<file path="src/rtl/mem_arbiter.sv">
// mem_arbiter: round-robin arbiter sharing one memory port between fetch
// and load/store, with registered outputs and a timeout watchdog.
//
// Ports:
//   clk, rst                       clock, sync active-high reset
//   if_req/if_addr                 fetch request (held until if_gnt)
//   if_gnt/if_valid/if_rdata       fetch grant, completion, instruction
//   ls_req/ls_we/ls_addr           load/store request (held until ls_gnt)
//   ls_wdata/ls_be                 store data and byte enables
//   ls_gnt/ls_valid/ls_rdata       load/store grant, completion, load data
//   err                            one-cycle pulse on watchdog abort
//   mem_req/mem_we/mem_addr        memory port request, held per transaction
//   mem_wdata/mem_be               memory write data and byte enables
//   mem_ready/mem_rdata            memory completion and read data
module mem_arbiter #(
    parameter int ADDR_W  = 32,
    parameter int DATA_W  = 32,
    parameter int TIMEOUT = 15
) (
    input  logic                clk,
    input  logic                rst,
    input  logic                if_req,
    input  logic [ADDR_W-1:0]   if_addr,
    output logic                if_gnt,
    output logic                if_valid,
    output logic [DATA_W-1:0]   if_rdata,
    input  logic                ls_req,
    input  logic                ls_we,
    input  logic [ADDR_W-1:0]   ls_addr,
    input  logic [DATA_W-1:0]   ls_wdata,
    input  logic [DATA_W/8-1:0] ls_be,
    output logic                ls_gnt,
    output logic                ls_valid,
    output logic [DATA_W-1:0]   ls_rdata,
    output logic                err,
    output logic                mem_req,
    output logic                mem_we,
    output logic [ADDR_W-1:0]   mem_addr,
    output logic [DATA_W-1:0]   mem_wdata,
    output logic [DATA_W/8-1:0] mem_be,
    input  logic                mem_ready,
    input  logic [DATA_W-1:0]   mem_rdata
);

    localparam int BE_W  = DATA_W / 8;
    localparam int CNT_W = $clog2(TIMEOUT + 1);
    localparam logic [CNT_W-1:0] CNT_LAST =
        CNT_W'(TIMEOUT - 1);

    typedef enum logic [1:0] {
        IDLE,
        IF_BUSY,
        LS_BUSY
    } state_t;

    state_t           state_q, state_d;
    // rr_q: 1 = load/store was granted last, 0 = fetch
    logic             rr_q, rr_d;
    logic [CNT_W-1:0] cnt_q, cnt_d;

    logic              if_gnt_d, ls_gnt_d;
    logic              if_valid_d, ls_valid_d;
    logic              err_d, mem_req_d, mem_we_d;
    logic [ADDR_W-1:0] mem_addr_d;
    logic [DATA_W-1:0] mem_wdata_d;
    logic [BE_W-1:0]   mem_be_d;
    logic [DATA_W-1:0] if_rdata_d, ls_rdata_d;

    logic pick_if, pick_ls, busy, expire;

    // On a tie, grant whichever port did not win last time.
    assign pick_if = if_req & (~ls_req | rr_q);
    assign pick_ls = ls_req & ~pick_if;
    assign busy    = (state_q != IDLE);
    assign expire  = busy & ~mem_ready & (cnt_q == CNT_LAST);

    always_ff @(posedge clk) begin
        if (rst) begin
            state_q   <= IDLE;
            rr_q      <= 1'b1;
            cnt_q     <= '0;
            if_gnt    <= 1'b0;
            ls_gnt    <= 1'b0;
            if_valid  <= 1'b0;
            ls_valid  <= 1'b0;
            err       <= 1'b0;
            mem_req   <= 1'b0;
            mem_we    <= 1'b0;
            mem_addr  <= '0;
            mem_wdata <= '0;
            mem_be    <= '0;
            if_rdata  <= '0;
            ls_rdata  <= '0;
        end else begin
            state_q   <= state_d;
            rr_q      <= rr_d;
            cnt_q     <= cnt_d;
            if_gnt    <= if_gnt_d;
            ls_gnt    <= ls_gnt_d;
            if_valid  <= if_valid_d;
            ls_valid  <= ls_valid_d;
            err       <= err_d;
            mem_req   <= mem_req_d;
            mem_we    <= mem_we_d;
            mem_addr  <= mem_addr_d;
            mem_wdata <= mem_wdata_d;
            mem_be    <= mem_be_d;
            if_rdata  <= if_rdata_d;
            ls_rdata  <= ls_rdata_d;
        end
    end

    always_comb begin
        state_d = state_q;
        unique case (state_q)
            IDLE: begin
                if (pick_if)
                    state_d = IF_BUSY;
                else if (pick_ls)
                    state_d = LS_BUSY;
            end
            IF_BUSY, LS_BUSY: begin
                if (mem_ready || expire)
                    state_d = IDLE;
            end
            default: state_d = IDLE;
        endcase
    end

    always_comb begin
        rr_d        = rr_q;
        cnt_d       = cnt_q;
        if_gnt_d    = 1'b0;
        ls_gnt_d    = 1'b0;
        if_valid_d  = 1'b0;
        ls_valid_d  = 1'b0;
        err_d       = 1'b0;
        mem_req_d   = mem_req;
        mem_we_d    = mem_we;
        mem_addr_d  = mem_addr;
        mem_wdata_d = mem_wdata;
        mem_be_d    = mem_be;
        if_rdata_d  = if_rdata;
        ls_rdata_d  = ls_rdata;
        unique case (state_q)
            IDLE: begin
                cnt_d = '0;
                if (pick_if) begin
                    rr_d       = 1'b0;
                    if_gnt_d   = 1'b1;
                    mem_req_d  = 1'b1;
                    mem_we_d   = 1'b0;
                    mem_addr_d = if_addr;
                    mem_be_d   = {BE_W{1'b1}};
                end else if (pick_ls) begin
                    rr_d        = 1'b1;
                    ls_gnt_d    = 1'b1;
                    mem_req_d   = 1'b1;
                    mem_we_d    = ls_we;
                    mem_addr_d  = ls_addr;
                    mem_wdata_d = ls_wdata;
                    mem_be_d    = ls_be;
                end
            end
            IF_BUSY, LS_BUSY: begin
                if (mem_ready) begin
                    cnt_d     = '0;
                    mem_req_d = 1'b0;
                    if (state_q == IF_BUSY) begin
                        if_valid_d = 1'b1;
                        if_rdata_d = mem_rdata;
                    end else begin
                        ls_valid_d = 1'b1;
                        if (!mem_we)
                            ls_rdata_d = mem_rdata;
                    end
                end else if (expire) begin
                    cnt_d     = '0;
                    mem_req_d = 1'b0;
                    err_d     = 1'b1;
                end else begin
                    cnt_d = cnt_q + CNT_W'(1);
                end
            end
            default: cnt_d = '0;
        endcase
    end

endmodule

</file>
<file path="config.mk">
export PLATFORM = sky130hd
export DESIGN_NAME = mem_arbiter
export DESIGN_NICKNAME = d
export VERILOG_FILES = /design/src/rtl/mem_arbiter.sv
export SDC_FILE = /design/constraint.sdc
export NUM_CORES = 1
export LEC_CHECK = 0
export CORE_UTILIZATION = 40
export DETAILED_ROUTE_END_ITERATION = 16
export PLACE_DENSITY = 0.84
export SKIP_LAST_GASP = 1
export SLEW_MARGIN = 20
export SYNTH_ARGS = -nofsm -noshare
export SYNTH_HDL_FRONTEND = slang
export SYNTH_SLANG_ARGS = --single-unit
</file>
<file path="constraint.sdc">
create_clock -name clk -period 1.9 [get_ports clk]
set_input_delay 0.475 -clock clk [delete_from_list [all_inputs] [get_ports clk]]
set_output_delay 0.475 -clock clk [all_outputs]
set_load 0.02 [all_outputs]
</file>
# After elaboration in Yosys (flattened, before gate mapping)
# Cells that the tools add are included.
[word_totals]
output_inout_bits = 139
reg_bits = 146
in_bits = 138
word_cells = 72
[op_classes]
mux = 21
n_reduce_logical = 17
n_eq_ne = 6
n_bitwise = 12
n_addsub = 1
[op_table]
columns = ["cell", "count"]
rows = [
  ["$mux W32", 2],
  ["$mux W1", 12],
  ["$reduce_and A3 Y1", 3],
  ["$reduce_or A3 Y1", 3],
  ["$mux W4", 2],
  ["$not A1 Y1", 7],
  ["$mux W2", 3],
  ["$ne A3 B3 Y1 const B", 2],
  ["$reduce_bool A2 Y1", 3],
  ["$add A4 B1 Y4 const B", 1],
  ["$and A1 B1 Y1", 4],
  ["$eq A4 B4 Y1 const B", 1],
  ["$pmux W2 S2", 1],
  ["$reduce_and A2 Y1", 2],
  ["$reduce_and A4 Y1", 1],
  ["$reduce_or A2 Y1", 2],
  ["$reduce_or A4 Y1", 1],
  ["$eq A2 B1 Y1 const B", 1],
  ["$eq A2 B2 Y1 const B", 1],
  ["$logic_not A2 Y1", 1],
  ["$ne A2 B2 Y1 const B", 1],
  ["$pmux W1 S2", 1],
  ["$logic_or A1 B1 Y1", 1],
  ["$or A1 B1 Y1", 1],
]

# Depth between registers and ports, before layout
# Gate-level depths: netlist of the first run.
[logic_depth]
depth_word = 8
mapped_depth = 8
depth_no_buf = 5

# Worst setup path before layout of the first run
# Ideal clock, no wire load.
[synth_path]
kind = "register -> register"
startpoint = "reg state_q[0]"
endpoint = "reg mem_wdata[10]"
t_required_ns = 1.783
path_buffers = 3
arrival_time_ns = 1.391
slack_ns = 0.392
period_less_slack_ns = 1.508
setup_ns = 0.117
path_stages_with_launch = 9
cell_sequence = "dfxtp_1 inv_1 ha_1 buf_2 nor2b_1 and2_1 buf_6 buf_6 a22o_1"
[synth_via]
elab_chain_cells = 2
[synth_rtl]
columns = ["element", "line_no", "source"]
rows = [
  ["start: declaration", "56", "state_t state_q, state_d;"],
  ["start signal: assignment", "95", "state_q <= state_d;"],
  ["$logic_not A2 Y1", "145", "unique case (state_q)"],
  ["$reduce_and A3 Y1 (no source line)", "n/a", ""],
  ["end signal: assignment", "106", "mem_wdata <= mem_wdata_d;"],
  ["end: declaration", "39", "output logic [DATA_W-1:0] mem_wdata,"],
]
# Every way passes these cells.
# A chain may end at the register's enable or synchronous reset.

# Worst setup path in the final report of the first run
[layout_path]
startpoint = "reg if_rdata[7]"
endpoint = "out if_rdata[7]"
[layout_lines]
columns = ["element", "line_no", "source"]
rows = [
  ["start: declaration", "26", "output logic [DATA_W-1:0] if_rdata,"],
  ["start signal: assignment", "108", "if_rdata <= if_rdata_d;"],
]
# No word-level cell between the ends.

==> results_dict.tcl, run 1 <==
set metrics [dict create \
    ant_nets 0 \
    io_pins 277 \
    syn_to_final_growth_pct 67.5 \
    clock_power_share_pct 36.1 \
    cts_buffers 17 \
    htreeDepth 4 \
    nets 1014 \
    grt_pass1_wl_um 26900 \
    die_w_um 118 \
    final_util_pct 69.9 \
    clock_latency_ns 0.41 \
    finalSetupViolCount 0 \
    fmax_mhz 538 \
    postSynthAreaPerCell_um2 8.82 \
    whs_ns 0.452 \
    hpwlAfterDp_um 11500 \
    worst_pin_slew_ns 0.348 \
    rsz0062_at_grt "false" \
    start_util_pct 41.7 \
    dieHeight_um 118 \
    final_hold_viol_count 0 \
    cp_slowest_stage_delay_ns 0.63 \
    cts.sinks 146 \
    first_iter_violations 405 \
    syn_area_um2 5370 \
    yosys-top-cells-count "dfxtp_1, nand2_1, a21oi_1" \
    criticalPathCategory "flip-flop to output pin" \
    clkTransAtPathRegs_ns 0.06 \
    place_congestion 0.829 \
    power_leakage_nw 3.47 \
    switchingPower_mw 2.54 \
    drc_errors 0 \
    sequentialPowerShare_pct 39.3 \
    ctsHoldBuffers 0 \
    timing.rr.end "mem_wdata[2]" \
    cts.repair.resized 3 \
    core_um2 12900 \
    multi_input_area_um2 2140 \
    setup.worst_path.start "if_rdata[7]" \
    crit_path_top_delay_cell "clkdlybuf4s50_1" \
    path_depth 1 \
    seq_area_frac_synth_pct 54.4 \
    cts_tree "done" \
    synth_top_area_share_pct 54.4 \
    routed_wl_um 16900 \
    crit_required_ns 1.42 \
    seqCellArea_um2 2920 \
    synth_edf_count 0 \
    end_kind "output pin" \
    p_int_mw 6.41 \
    worst-path-buf-inv 1 \
    finalNonFillerCells 1057 \
    clockRootBuffer "clkbuf_16" \
    peakVddDrop_mv 0.576 \
    rr_worst_depth 6 \
    globalRouteTotalUtil_pct 24.2 \
    routed_via_density 5.16 \
    grt_max_degree 70 \
    p_per_area_nw_per_um2 995 \
    ys_ff_latch 146 \
    arrival_ns 1.38 \
    antenna_found_initial 0 \
    power_frac_comb_pct 24.6 \
    synthCells 609 \
    status "complete, no violations" \
    yosys-top-cells-area "dfxtp_1, nand2_1, a21oi_1, o21ai_0, a22o_1" \
    fillerInstances 972 \
    path_max_fanout 2 \
    drive_above_1_share_pct 7.34 \
    dp.cells 1025 \
    synthesis.nets 751 \
    num_rows 41 \
    cpLargestDelayFamily "buffers and inverters" \
    grt_pass1_vias 5224 \
    drt-wirelength-per-cell_um 15.9 \
    r2r_slack_ns 0.29 \
    dieArea_um2 13900 \
    cts_buffer_depth 2 \
    post-cts-setup-buffers 0 \
    via_count 5453 \
    synth_most_common_cell "dfxtp_1" \
    critPathCapture "if_rdata[7]" \
    drv_slew 0 \
    yosysTopAreaCell "dfxtp_1" \
    drtPass1Iterations 5 \
    drv_cap 0 \
    r2r_start "state_q[1]" \
    ys_warn_count 0 \
    ys_types 38 \
    slew_headroom_pct 76.8 \
    min-delay-path-class "flip-flop to flip-flop" \
    grt-ovfl-total 0 \
    antenna_cells 0 \
    start_kind "flip-flop" \
    synth_flop_cell "dfxtp_1" \
    cp_cell_sequence "clkdlybuf4s50_1" \
    finalCritPeriodShare_pct 97.8 \
    p_sw_share_pct 28.4 \
    numPortBuffers 276 \
    layout_min_cycle_time_ns 1.86 \
    synth-async-reset-ratio_pct 0 \
    fin_skew_ns 0.00532 \
]
==> metrics by stage <==
step / worst slack (ns) / area (um^2) / total power [mW] / TNS (ns)
3_5_place_dp: -0.0481 / 8390 / 5.78 / -1.24
3_3_place_gp: -0.00267 / 8390 / 5.75 / -0.0298
4_1_cts: 0.00655 / 8960 / 9.01 / 0
2_1_floorplan: 0.392 / 5370 / 4.64 / 0
6_report: 0.0422 / 9000 / 8.95 / 0
5_1_grt: 0.00108 / 9000 / 9.34 / 0
==> power groups by stage <==
| stage | Sequential [mW] | Clock [mW] | Combinational (mW) |
|---|---|---|---|
| 2_1_floorplan | 3.91 | 0 | 0.731 |
| 3_3_place_gp | 3.57 | 0 | 2.19 |
| 3_5_place_dp | 3.57 | 0 | 2.20 |
| 4_1_cts | 3.51 | 3.28 | 2.21 |
| 5_1_grt | 3.55 | 3.44 | 2.35 |
| 6_report | 3.51 | 3.24 | 2.20 |
==> per-layer routing <==
metal | vias to the layer above | GRT usage, % | share of wire (%) | wire (um)
met5 | - | 0 | 0 | 0
met4 | 0 | 11.3 | 3.0 | 505
met3 | 35 | 6.25 | 6.7 | 1130
met2 | 235 | 41.7 | 51 | 8540
met1 | 2523 | 28.0 | 40 | 6680
li1 | 2660 | - | - | -
==> layout by cell type (no fill, tap or decap), types with 2 or more instances in the layout <==
cell,instances
buf_12,12
ha_1,4
and2_1,2
dlymetal6s2s_1,13
nand3_1,2
buf_4,12
a21oi_1,98
o31ai_1,2
clkinvlp_4,6
nand2b_1,3
dlygate4sd2_1,3
clkinv_4,2
o221a_2,4
clkdlybuf4s50_1,259
o21ai_0,62
dfxtp_1,146
a31oi_1,32
nor2_1,4
and3_1,2
clkinv_2,3
clkbuf_16,17
o21ai_1,2
bufinv_16,2
nor2b_1,3
nand2_1,133
a22o_1,32
inv_1,4
nand4_1,2
==> worst min-delay path by stage <==
stage                       from      endpoint  slack [ns]  cells after the start
global placement    if_rdata[12]  if_rdata[12]        0.44                      2
global route        ls_rdata[29]  ls_rdata[29]        0.47                      2
CTS                  ls_rdata[3]   ls_rdata[3]        0.45                      2
detailed placement   ls_rdata[3]   ls_rdata[3]        0.45                      2
floorplan               cnt_q[0]      cnt_q[0]        0.43                      1
finish              ls_rdata[17]  ls_rdata[17]        0.45                      2
==> sequential cells by signal, indices dropped and copies added, names as in the netlist, 2 cells and up <==
register   count
cnt_q          4
if_rdata      32
ls_rdata      32
mem_addr      32
mem_be         4
mem_wdata     32
state_q        2
==> cells by family after synthesis <==
logic type	Yosys count	share of synthesized area, %
XOR/XNOR	2	0.326
adder cells (fa/ha/maj)	4	0.932
flip-flops	146	54.4
buffers and inverters	61	5.71
AO/OA/AOI/OAI	239	26.5
AND/OR/NAND/NOR	157	12.2
==> final cells by class <==
cell class	instances	area share [%]
clock buffer	19	4.92
clock inverter	13	1.53
inverter	5	0.209
multi-input combinational	402	23.8
sequential	146	32.5
tap	172	2.39
timing repair buffer	300	34.6
Power figures use the tool's default switching activity.
==> run 2: changes to the inputs <==
CORE_ASPECT_RATIO = 1.75   (was unset)
SKIP_CTS_REPAIR_TIMING = 1   (was unset)
==> run 2 against run 1 <==
Compared with the run above:
- utilization shrank 0.51 points
- sequential cell count is the same
- sequential share of layout area shrank 0.090 points
- setup slack lost 0.013 ns
- clock power grew 6%
- critical path depth is the same
- final area grew 0.28%
- global-route usage grew 1.1 points
- clock skew grew 0.00077 ns
- cell count shrank 0.38%
- register-to-register slack lost 0.05 ns
- critical path type unchanged
==> results_dict.tcl, run 2 (same netlist as run 1, synthesis figures left out) <==
set metrics [dict create \
    status "complete, no violations" \
    rr_worst_depth 6 \
    drv_cap 0 \
    start_util_pct 41.3 \
    cpLargestDelayFamily "buffers and inverters" \
    min-delay-path-class "primary input to flip-flop" \
    drtPass1Iterations 5 \
    num_rows 55 \
    globalRouteTotalUtil_pct 25.4 \
    ant_nets 0 \
    cts_buffers 17 \
    worst-path-buf-inv 1 \
    grt-ovfl-total 0 \
    drt-wirelength-per-cell_um 16.6 \
    holdPathStages 3 \
    cts_tree "done" \
    arrival_ns 1.40 \
    worst_pin_slew_ns 0.487 \
    clkTransAtPathRegs_ns 0.06 \
    syn_to_final_growth_pct 67.9 \
    fin_skew_ns 0.00609 \
    drv_slew 0 \
    routed_wl_um 17500 \
    drc_errors 0 \
    peakVddDrop_mv 0.604 \
    mostFrequentLayoutCell "clkdlybuf4s50_1" \
    antenna_found_initial 0 \
    criticalPathCategory "flip-flop to output pin" \
    cp_cell_sequence "clkdlybuf4s50_1" \
    cts.sinks 146 \
    path_max_fanout 2 \
    routed_via_density 5.15 \
    final_util_pct 69.4 \
    grt_pass1_wl_um 27200 \
    slew_headroom_pct 67.5 \
    via_count 5425 \
    first_iter_violations 249 \
    place_congestion 0.821 \
    clock_latency_ns 0.41 \
    whs_ns 0.366 \
    start_kind "flip-flop" \
    grt_max_degree 49 \
    fmax_mhz 535 \
    nets 1011 \
    cp_slowest_stage_delay_ns 0.63 \
    dieHeight_um 155 \
    htreeDepth 4 \
    clockRootBuffer "clkbuf_16" \
    p_per_area_nw_per_um2 1010 \
    finalCritPeriodShare_pct 98.5 \
    crit_required_ns 1.42 \
    core_um2 13000 \
    finalSetupViolCount 0 \
    antenna_cells 0 \
    grt_pass1_vias 5358 \
    layout_min_cycle_time_ns 1.87 \
    mostFrequentLayoutCells "clkdlybuf4s50_1, dfxtp_1, nand2_1" \
    io_pins 277 \
    end_kind "output pin" \
    die_w_um 89.6 \
    cts_buffer_depth 2 \
    numPortBuffers 276 \
    path_depth 1 \
    final_hold_viol_count 0 \
    hpwlAfterDp_um 12500 \
    power_leakage_nw 3.58 \
    dieArea_um2 13900 \
    drive_above_1_share_pct 7.14 \
    crit_path_top_delay_cell "clkdlybuf4s50_1" \
]
==> run 2: power breakdown <==
part | switching, mW | internal, mW | total (mW)
Sequential | 0.161 | 3.36 | 3.52
Clock | 1.40 | 2.02 | 3.42
Combinational | 1.12 | 1.09 | 2.21
==> run 2: cell type report <==
type                       instances  area [um^2]
inverter                           5         18.8
tap                              171          214
clock buffer                      18          439
fill                            1010         3980
sequential                       146         2920
multi-input combinational        402         2140
timing repair buffer             297         3120
clock inverter                    14          169
==> run 2: layer usage <==
| layer | share of wire [%] | GRT usage, % | up-vias | routed length [um] |
|---|---|---|---|---|
| met5 | 0 | 0 | - | 0 |
| met4 | 3.7 | 11.5 | 0 | 648 |
| li1 | - | - | 2648 | - |
| met1 | 36 | 27.5 | 2518 | 6270 |
| met3 | 5.6 | 4.88 | 37 | 985 |
| met2 | 55 | 46.0 | 222 | 9630 |
==> run 2: through the flow <==
step	worst slack, ns	TNS, ns	std cells	power, mW	cell area [um^2]
6_report	0.0291	0	1053	9.14	9020
5_1_grt	-0.0000903	-0.0000903	1053	9.52	9020
4_1_cts	-0.0317	-0.0967	1053	9.21	8970
3_5_place_dp	-0.0268	-0.546	1021	5.79	8360
2_1_floorplan	0.392	0	609	4.64	5370
3_3_place_gp	0.0277	0	1021	5.76	8360
==> run 2: final timing paths <==
kind | startpoint | end | slack [ns]
worst max-delay path | mem_wdata[29] | mem_wdata[29] | 0.03
worst min register to register | ls_rdata[25] | ls_rdata[25] | 0.45
worst max register to register | state_q[1] | mem_wdata[26] | 0.24
worst min-delay path | rst | rr_q | 0.37
